--- src/rtl/writeback_regfile_pkg.sv ---
// Shared Y86-64 definitions: icodes, register specifiers and status codes.
package y86_pkg;

  localparam logic [3:0] IHALT   = 4'h0;
  localparam logic [3:0] INOP    = 4'h1;
  localparam logic [3:0] IRRMOVQ = 4'h2;
  localparam logic [3:0] IIRMOVQ = 4'h3;
  localparam logic [3:0] IRMMOVQ = 4'h4;
  localparam logic [3:0] IMRMOVQ = 4'h5;
  localparam logic [3:0] IOPQ    = 4'h6;
  localparam logic [3:0] IJXX    = 4'h7;
  localparam logic [3:0] ICALL   = 4'h8;
  localparam logic [3:0] IRET    = 4'h9;
  localparam logic [3:0] IPUSHQ  = 4'hA;
  localparam logic [3:0] IPOPQ   = 4'hB;

  localparam logic [3:0] RNONE = 4'hF;
  localparam logic [3:0] RRSP  = 4'h4;

  // Status codes double as the writeback state encoding (AOK is the RUN state).
  typedef enum logic [2:0] {
    STAT_AOK = 3'd1,
    STAT_HLT = 3'd2,
    STAT_ADR = 3'd3,
    STAT_INS = 3'd4
  } stat_t;

endpackage

--- src/rtl/writeback_regfile_if.sv ---
// Bus between the upstream pipeline/decode logic and the writeback stage.
// `WB_RETIRE_CNT_EN adds the retired-instruction counter output.
interface writeback_regfile_if;
  logic [3:0]  icode;
  logic [3:0]  rA;
  logic [3:0]  rB;
  logic        Cnd;
  logic [63:0] valE;
  logic [63:0] valM;
  logic        instr_valid;
  logic        imem_error;
  logic        dmem_error;
  logic [3:0]  srcA;
  logic [3:0]  srcB;
  logic [63:0] valA;
  logic [63:0] valB;
  logic [2:0]  Stat;
  logic        halted;
`ifdef WB_RETIRE_CNT_EN
  logic [63:0] retired;

  modport master (
    output icode, rA, rB, Cnd, valE, valM, instr_valid, imem_error, dmem_error, srcA, srcB,
    input  valA, valB, Stat, halted, retired
  );
  modport slave (
    input  icode, rA, rB, Cnd, valE, valM, instr_valid, imem_error, dmem_error, srcA, srcB,
    output valA, valB, Stat, halted, retired
  );
`else
  modport master (
    output icode, rA, rB, Cnd, valE, valM, instr_valid, imem_error, dmem_error, srcA, srcB,
    input  valA, valB, Stat, halted
  );
  modport slave (
    input  icode, rA, rB, Cnd, valE, valM, instr_valid, imem_error, dmem_error, srcA, srcB,
    output valA, valB, Stat, halted
  );
`endif
endinterface

--- src/rtl/writeback_regfile_regfile.sv ---
// 15x64 program register file: two combinational read ports, two write ports (M beats E).
module regfile_15x64
  import y86_pkg::*;
#(
  parameter logic [63:0] RSP_INIT = 64'd512
) (
  input  logic        clk,
  input  logic        reset,
  input  logic [3:0]  src_a,
  input  logic [3:0]  src_b,
  output logic [63:0] val_a,
  output logic [63:0] val_b,
  input  logic [3:0]  dst_e,
  input  logic [63:0] val_e,
  input  logic [3:0]  dst_m,
  input  logic [63:0] val_m
);

  logic [63:0] regs [0:14];

  assign val_a = (src_a == RNONE) ? 64'd0 : regs[src_a];
  assign val_b = (src_b == RNONE) ? 64'd0 : regs[src_b];

  // The M write is issued last so it overrides E when both target the same register.
  always_ff @(posedge clk) begin
    if (reset) begin
      for (int i = 0; i < 15; i++) begin
        regs[i] <= (i == int'(RRSP)) ? RSP_INIT : 64'd0;
      end
    end else begin
      if (dst_e != RNONE) regs[dst_e] <= val_e;
      if (dst_m != RNONE) regs[dst_m] <= val_m;
    end
  end

endmodule

--- src/rtl/writeback_regfile.sv ---
// SEQ Y86-64 writeback stage: destination decode, sticky status FSM and register file.
// Optional `WB_RETIRE_CNT_EN adds a 64-bit retired-instruction counter.
module writeback_regfile
  import y86_pkg::*;
#(
  parameter logic [63:0] RSP_INIT = 64'd512
) (
  input logic              clk,
  input logic              reset,
  writeback_regfile_if.slave bus
);

  logic [3:0] dst_e;
  logic [3:0] dst_m;
  stat_t      instr_stat;
  stat_t      state;
  stat_t      state_next;
  logic       commit;

  always_comb begin
    dst_e = RNONE;
    dst_m = RNONE;
    case (bus.icode)
      IRRMOVQ:               if (bus.Cnd) dst_e = bus.rB;
      IIRMOVQ, IOPQ:         dst_e = bus.rB;
      ICALL, IRET, IPUSHQ:   dst_e = RRSP;
      IPOPQ: begin
        dst_e = RRSP;
        dst_m = bus.rA;
      end
      IMRMOVQ:               dst_m = bus.rA;
      default: ;
    endcase
  end

  always_comb begin
    instr_stat = STAT_AOK;
    if (bus.imem_error || bus.dmem_error) instr_stat = STAT_ADR;
    else if (!bus.instr_valid)            instr_stat = STAT_INS;
    else if (bus.icode == IHALT)          instr_stat = STAT_HLT;
  end

  always_ff @(posedge clk) begin
    if (reset) state <= STAT_AOK;
    else       state <= state_next;
  end

  // Any non-AOK state is absorbing until reset.
  always_comb begin
    state_next = state;
    commit     = 1'b0;
    if (state == STAT_AOK) begin
      if (instr_stat == STAT_AOK) commit     = 1'b1;
      else                        state_next = instr_stat;
    end
  end

  regfile_15x64 #(.RSP_INIT(RSP_INIT)) u_regfile (
    .clk   (clk),
    .reset (reset),
    .src_a (bus.srcA),
    .src_b (bus.srcB),
    .val_a (bus.valA),
    .val_b (bus.valB),
    .dst_e (commit ? dst_e : RNONE),
    .val_e (bus.valE),
    .dst_m (commit ? dst_m : RNONE),
    .val_m (bus.valM)
  );

  assign bus.Stat   = state;
  assign bus.halted = (state != STAT_AOK);

`ifdef WB_RETIRE_CNT_EN
  logic [63:0] retired_cnt;

  always_ff @(posedge clk) begin
    if (reset)       retired_cnt <= 64'd0;
    else if (commit) retired_cnt <= retired_cnt + 64'd1;
  end

  assign bus.retired = retired_cnt;
`endif

endmodule
--- src/flat_wrapper.sv ---
// flat-port wrapper written by rule: the top's interface ports become plain ports
module writeback_regfile_flat import y86_pkg::*;
#(
  parameter logic [63:0] RSP_INIT = 64'd512
)
  (clk, reset, bus_icode, bus_rA, bus_rB, bus_Cnd, bus_valE, bus_valM, bus_instr_valid, bus_imem_error, bus_dmem_error, bus_srcA, bus_srcB, bus_valA, bus_valB, bus_Stat, bus_halted);
  writeback_regfile_if bus_i ();
  input logic clk;
  input logic reset;
  input wire logic [$bits(bus_i.icode)-1:0] bus_icode;
  input wire logic [$bits(bus_i.rA)-1:0] bus_rA;
  input wire logic [$bits(bus_i.rB)-1:0] bus_rB;
  input wire logic [$bits(bus_i.Cnd)-1:0] bus_Cnd;
  input wire logic [$bits(bus_i.valE)-1:0] bus_valE;
  input wire logic [$bits(bus_i.valM)-1:0] bus_valM;
  input wire logic [$bits(bus_i.instr_valid)-1:0] bus_instr_valid;
  input wire logic [$bits(bus_i.imem_error)-1:0] bus_imem_error;
  input wire logic [$bits(bus_i.dmem_error)-1:0] bus_dmem_error;
  input wire logic [$bits(bus_i.srcA)-1:0] bus_srcA;
  input wire logic [$bits(bus_i.srcB)-1:0] bus_srcB;
  output wire logic [$bits(bus_i.valA)-1:0] bus_valA;
  output wire logic [$bits(bus_i.valB)-1:0] bus_valB;
  output wire logic [$bits(bus_i.Stat)-1:0] bus_Stat;
  output wire logic [$bits(bus_i.halted)-1:0] bus_halted;
  assign bus_i.icode = bus_icode;
  assign bus_i.rA = bus_rA;
  assign bus_i.rB = bus_rB;
  assign bus_i.Cnd = bus_Cnd;
  assign bus_i.valE = bus_valE;
  assign bus_i.valM = bus_valM;
  assign bus_i.instr_valid = bus_instr_valid;
  assign bus_i.imem_error = bus_imem_error;
  assign bus_i.dmem_error = bus_dmem_error;
  assign bus_i.srcA = bus_srcA;
  assign bus_i.srcB = bus_srcB;
  assign bus_valA = bus_i.valA;
  assign bus_valB = bus_i.valB;
  assign bus_Stat = bus_i.Stat;
  assign bus_halted = bus_i.halted;
  writeback_regfile #(.RSP_INIT(RSP_INIT)) u_core (.clk(clk), .reset(reset), .bus(bus_i));
endmodule
--- config.mk ---
export PLATFORM = sky130hd
export DESIGN_NAME = writeback_regfile_flat
export DESIGN_NICKNAME = d
export VERILOG_FILES = /design/src/rtl/writeback_regfile_pkg.sv /design/src/rtl/writeback_regfile_if.sv /design/src/rtl/writeback_regfile_regfile.sv /design/src/rtl/writeback_regfile.sv /design/src/flat_wrapper.sv
export SDC_FILE = /design/constraint.sdc
export NUM_CORES = 2
export LEC_CHECK = 0
export BUFFER_PORTS_ARGS = -buffer_cell sky130_fd_sc_hd__buf_4
export CORE_AREA = 2 2 305 307
export DETAILED_ROUTE_END_ITERATION = 12
export DIE_AREA = 0 0 307 309
export HOLD_SLACK_MARGIN = 0.1
export MAX_ROUTING_LAYER = met4
export PLACE_DENSITY = 0.82
export SYNTH_ARGS = -nofsm -noshare
export SYNTH_HDL_FRONTEND = slang
export SYNTH_SLANG_ARGS = --single-unit
--- constraint.sdc ---
create_clock -name clk -period 10.85 [get_ports clk]
set_input_delay 2.17 -clock clk [delete_from_list [all_inputs] [get_ports clk]]
set_output_delay 2.17 -clock clk [all_outputs]
set_load 0.02 [all_outputs]
==> results.sh <==
export IMPL_chipWidth_um=307
export IMPL_power_density_nw_per_um2=146
export IMPL_drt_first_pass_iters=6
export IMPL_fillers=5745
export IMPL_hp_class="register to register"
export IMPL_register_area_sq_um=30800
export IMPL_drt_iter0_markers=9898
export IMPL_cp_max_fo=107
export IMPL_maxSlewViolCount=0
export IMPL_multi_input_area_sq_um=26000
export IMPL_crit_type="input pin to output port"
export IMPL_ant_nets=0
export IMPL_setup_tns_final_ns=0
export IMPL_yosysUniqueCellTypes=45
export IMPL_worst_path_buf_inv=3
export IMPL_whs_endpoint="u_core.bus.Stat[0]"
export IMPL_rrSetupSlack_ns=5.30
export IMPL_leakage_uw=0.0218
export IMPL_hpwlAfterDp_mm=103
export IMPL_boundaryPins=286
export IMPL_cp_data_required_time_ns=8.68
export IMPL_numCtsBuffers=110
export IMPL_cts_tree="yes"
export IMPL_cts_sinks=1027
export IMPL_floorplan_initialDensity_pct=64.6
export IMPL_r2r_end="u_core.u_regfile.regs[2][23]"
export IMPL_min_path_cells=1
export IMPL_grt_max_degree=161
export IMPL_insertion_delay_ns=0.72
export IMPL_synthSimpleGateAreaFrac_pct=3.09
export IMPL_ctsResizeCount=0
export IMPL_clock_skew_ns=0.0247
export IMPL_wl_per_cell_um=41.1
export IMPL_portBuffers=285
export IMPL_synthXorXnorAreaFrac_pct=0
export IMPL_ys_ff_latch=1027
export IMPL_vias_per_cell=8.93
export IMPL_layout_drive_gt1_share_pct=28.3
export IMPL_gr_usage_all_layers_pct=45.0
export IMPL_netlist_area_sq_um=59000
export IMPL_ys_warn_count=0
export IMPL_fin_crit_sh_pct=72.9
export IMPL_syn_to_final_growth_pct=9.60
export IMPL_critPathMaxStageDelay_ns=1.04
export IMPL_final_hold_viol_count=0
export IMPL_relSlewSlack_pct=12.8
export IMPL_r2r_start="u_core.bus.Stat[0]"
export IMPL_cp_cell_sequence="buf_8 -> buf_4 -> mux4_2 -> mux2i_1 -> a211oi_1 -> buf_4"
export IMPL_gr_total_overflow=0
export IMPL_grt_pass1_vias=44604
export IMPL_cts_root_buffer="clkbuf_16"
export IMPL_syn_inst=3911
export IMPL_status="completed"
export IMPL_cts_htree_levels=3
export IMPL_cap_violations=0
export IMPL_cts_hold_buf=0
export IMPL_die_area_sq_um=94900
export IMPL_antenna_found_initial=21
export IMPL_cp_start_kind="input pin"
export IMPL_setup_viol=0
export IMPL_synth_mux_area_fraction_pct=21.7
export IMPL_routabilityCongestion=0.833
export IMPL_vias=45379
export IMPL_fin_crit_ns=7.91
export IMPL_synth_compound_area_share_pct=18.4
export IMPL_ys_seq_area_share_pct=52.2
export IMPL_vdd_ir_drop_worst_mv=0.138
export IMPL_rsz0062_at_grt="no"
export IMPL_rows=111
export IMPL_crit_arrival_ns=5.74
export IMPL_worst_pin_slew_ns=1.31
export IMPL_fmax_mhz=126
export IMPL_crit_path_top_delay_cell="buf_4"
export IMPL_syn_area_per_cell_sq_um=15.1
export IMPL_end_kind="output port"
export IMPL_dieHeight_um=309
export IMPL_cpMostUsedCell="buf_4"
export IMPL_drc=0
export IMPL_grt_first_pass_wirelength_mm=299
export IMPL_synth_top_family_by_area="multiplexers"
export IMPL_hold_start="u_core.bus.Stat[0]"
export IMPL_cp_top_family="buffers and inverters"
export IMPL_nNetsFinal=3942
export IMPL_cts_buffer_depth=3
export IMPL_synth_fa_ha_area_share_pct=0
export IMPL_coreArea_sq_um=91400
export IMPL_whs_ns=0.507
export IMPL_r2r_cells=8
export IMPL_cts_reportedPaths_clkPinSlew_ns=0.06
export IMPL_post_cts_buffers=0
export IMPL_totalWireLength_mm=209
[final cells by class]
cell class              instances  share of cell area [%]
diodes                         23                  0.0890
clock buffers                 125                    4.37
clock inverters                73                   0.812
inverters                       3                  0.0174
multi-input cells            2269                    40.2
flip-flops and latches       1027                    47.6
well taps                    1186                    2.29
repair buffers                377                    4.59
[power by group]
| group | internal [uW] | switching [uW] |
|---|---|---|
| clock network | 2020 | 1610 |
| registers | 4510 | 78.2 |
| logic | 474 | 769 |
[Yosys cell counts (all sizes together)]
master / number / area, sq um
nand3: 64 / 320
nand3b: 1 / 7.51
o2111ai: 1 / 8.76
and3: 1 / 6.26
o41ai: 1 / 8.76
a32o: 483 / 4830
nor4: 10 / 62.6
a21o: 1 / 7.51
o21ai: 67 / 335
nor3: 5 / 30.0
nor4bb: 1 / 10.0
nor2: 11 / 41.3
and2: 8 / 50.1
clkbuf: 483 / 1810
or3b: 1 / 8.76
a311oi: 1 / 15.0
nor3b: 5 / 42.5
mux2i: 128 / 1280
and3b: 2 / 17.5
a211oi: 256 / 1920
a211o: 7 / 61.3
and4: 3 / 26.3
dfxtp: 3 / 60.1
nor2b: 133 / 832
or2: 3 / 18.8
nand2: 65 / 244
nand2b: 2 / 12.5
buf: 192 / 892
inv: 3 / 11.3
o21bai: 1 / 7.51
o21a: 2 / 15.0
a21oi: 3 / 15.0
nor4b: 1 / 23.8
a21boi: 3 / 22.5
edfxtp: 1024 / 30700
or4: 1 / 11.3
a22o: 413 / 3620
mux4: 512 / 11500
or3: 9 / 56.3
conb: 1 / 3.75
[metal layers]
layer / global-route usage, % / wire length (um) / vias to the layer above
met2: 64.4 / 92700 / 5422
met4: 28.5 / 15400 / 0
met3: 14.8 / 38600 / 1212
met1: 55.6 / 62200 / 22096
li1: - / - / 16649
met5: - / 0 / -
[kinds of logic (layout without fill, tap and decap cells)]
logic type             after synthesis  in the layout
AO/OA/AOI/OAI                     1239           1239
buffers and inverters              678            578
flip-flops                        1027           1027
multiplexers                       640            640
other                                1             87
AND/OR/NAND/NOR                    326            326
[metrics by stage]
step | power (uW) | cells | utilization (%) | cell area [sq um] | setup WS [ns]
after global routing | 9600 | 5082 | 70.8 | 64700 | 3.06
after CTS | 9380 | 5060 | 70.7 | 64600 | 3.28
after global placement | 5830 | 4862 | 67.1 | 61300 | 3.31
after floorplan | 5390 | 3974 | - | 59300 | 4.62
after detailed placement | 5860 | 4862 | 67.1 | 61300 | 3.32
final | 9460 | 5083 | 70.8 | 64700 | 2.94
[worst max path at each step]
stage / start / to / slack, ns / depth (start not counted)
2_1_floorplan: bus_srcA[0] / bus_valA[22] / 4.62 / 6
3_3_place_gp: bus_srcA[1] / bus_valA[32] / 3.31 / 6
3_5_place_dp: bus_srcA[1] / bus_valA[32] / 3.32 / 6
4_1_cts: bus_srcA[1] / bus_valA[32] / 3.28 / 6
5_1_grt: bus_srcA[0] / bus_valA[19] / 3.06 / 7
6_report: bus_srcA[1] / bus_valA[2] / 2.94 / 6
[layout by cell type, fill, tap and decap left out, types with 8 or more instances in the layout]
cell type / Yosys / final
edfxtp_1: 1024 / 1024
mux4_2: 512 / 512
a32o_1: 483 / 483
a22o_1: 413 / 413
buf_4: 6 / 362
a211oi_1: 256 / 256
nor2b_1: 133 / 131
mux2i_1: 128 / 128
clkbuf_16: 0 / 111
o21ai_0: 67 / 67
nand2_1: 65 / 65
nand3_1: 64 / 64
conb_1: 1 / 64
clkinv_1: 0 / 34
clkinv_2: 0 / 24
diode_2: 0 / 23
clkbuf_1: 483 / 14
nor4_2: 0 / 8
or3_4: 0 / 8
[state kept, by name, summed over array words and instances (netlist names)]
signal and count:
u_core.u_regfile.regs 1024, u_core.bus.Stat 3
[worst reg2reg max path, cell delays in order (launching register included)]
cell and delay, ns:
dfxtp_1 0.36, nor3b_2 0.24, inv_2 0.09, nor4_1 0.40, and4_4 0.84, buf_4 0.89
and2_4 0.79, or3_4 0.57, buf_4 0.91
No activity file was read; power rests on OpenSTA's default activity.
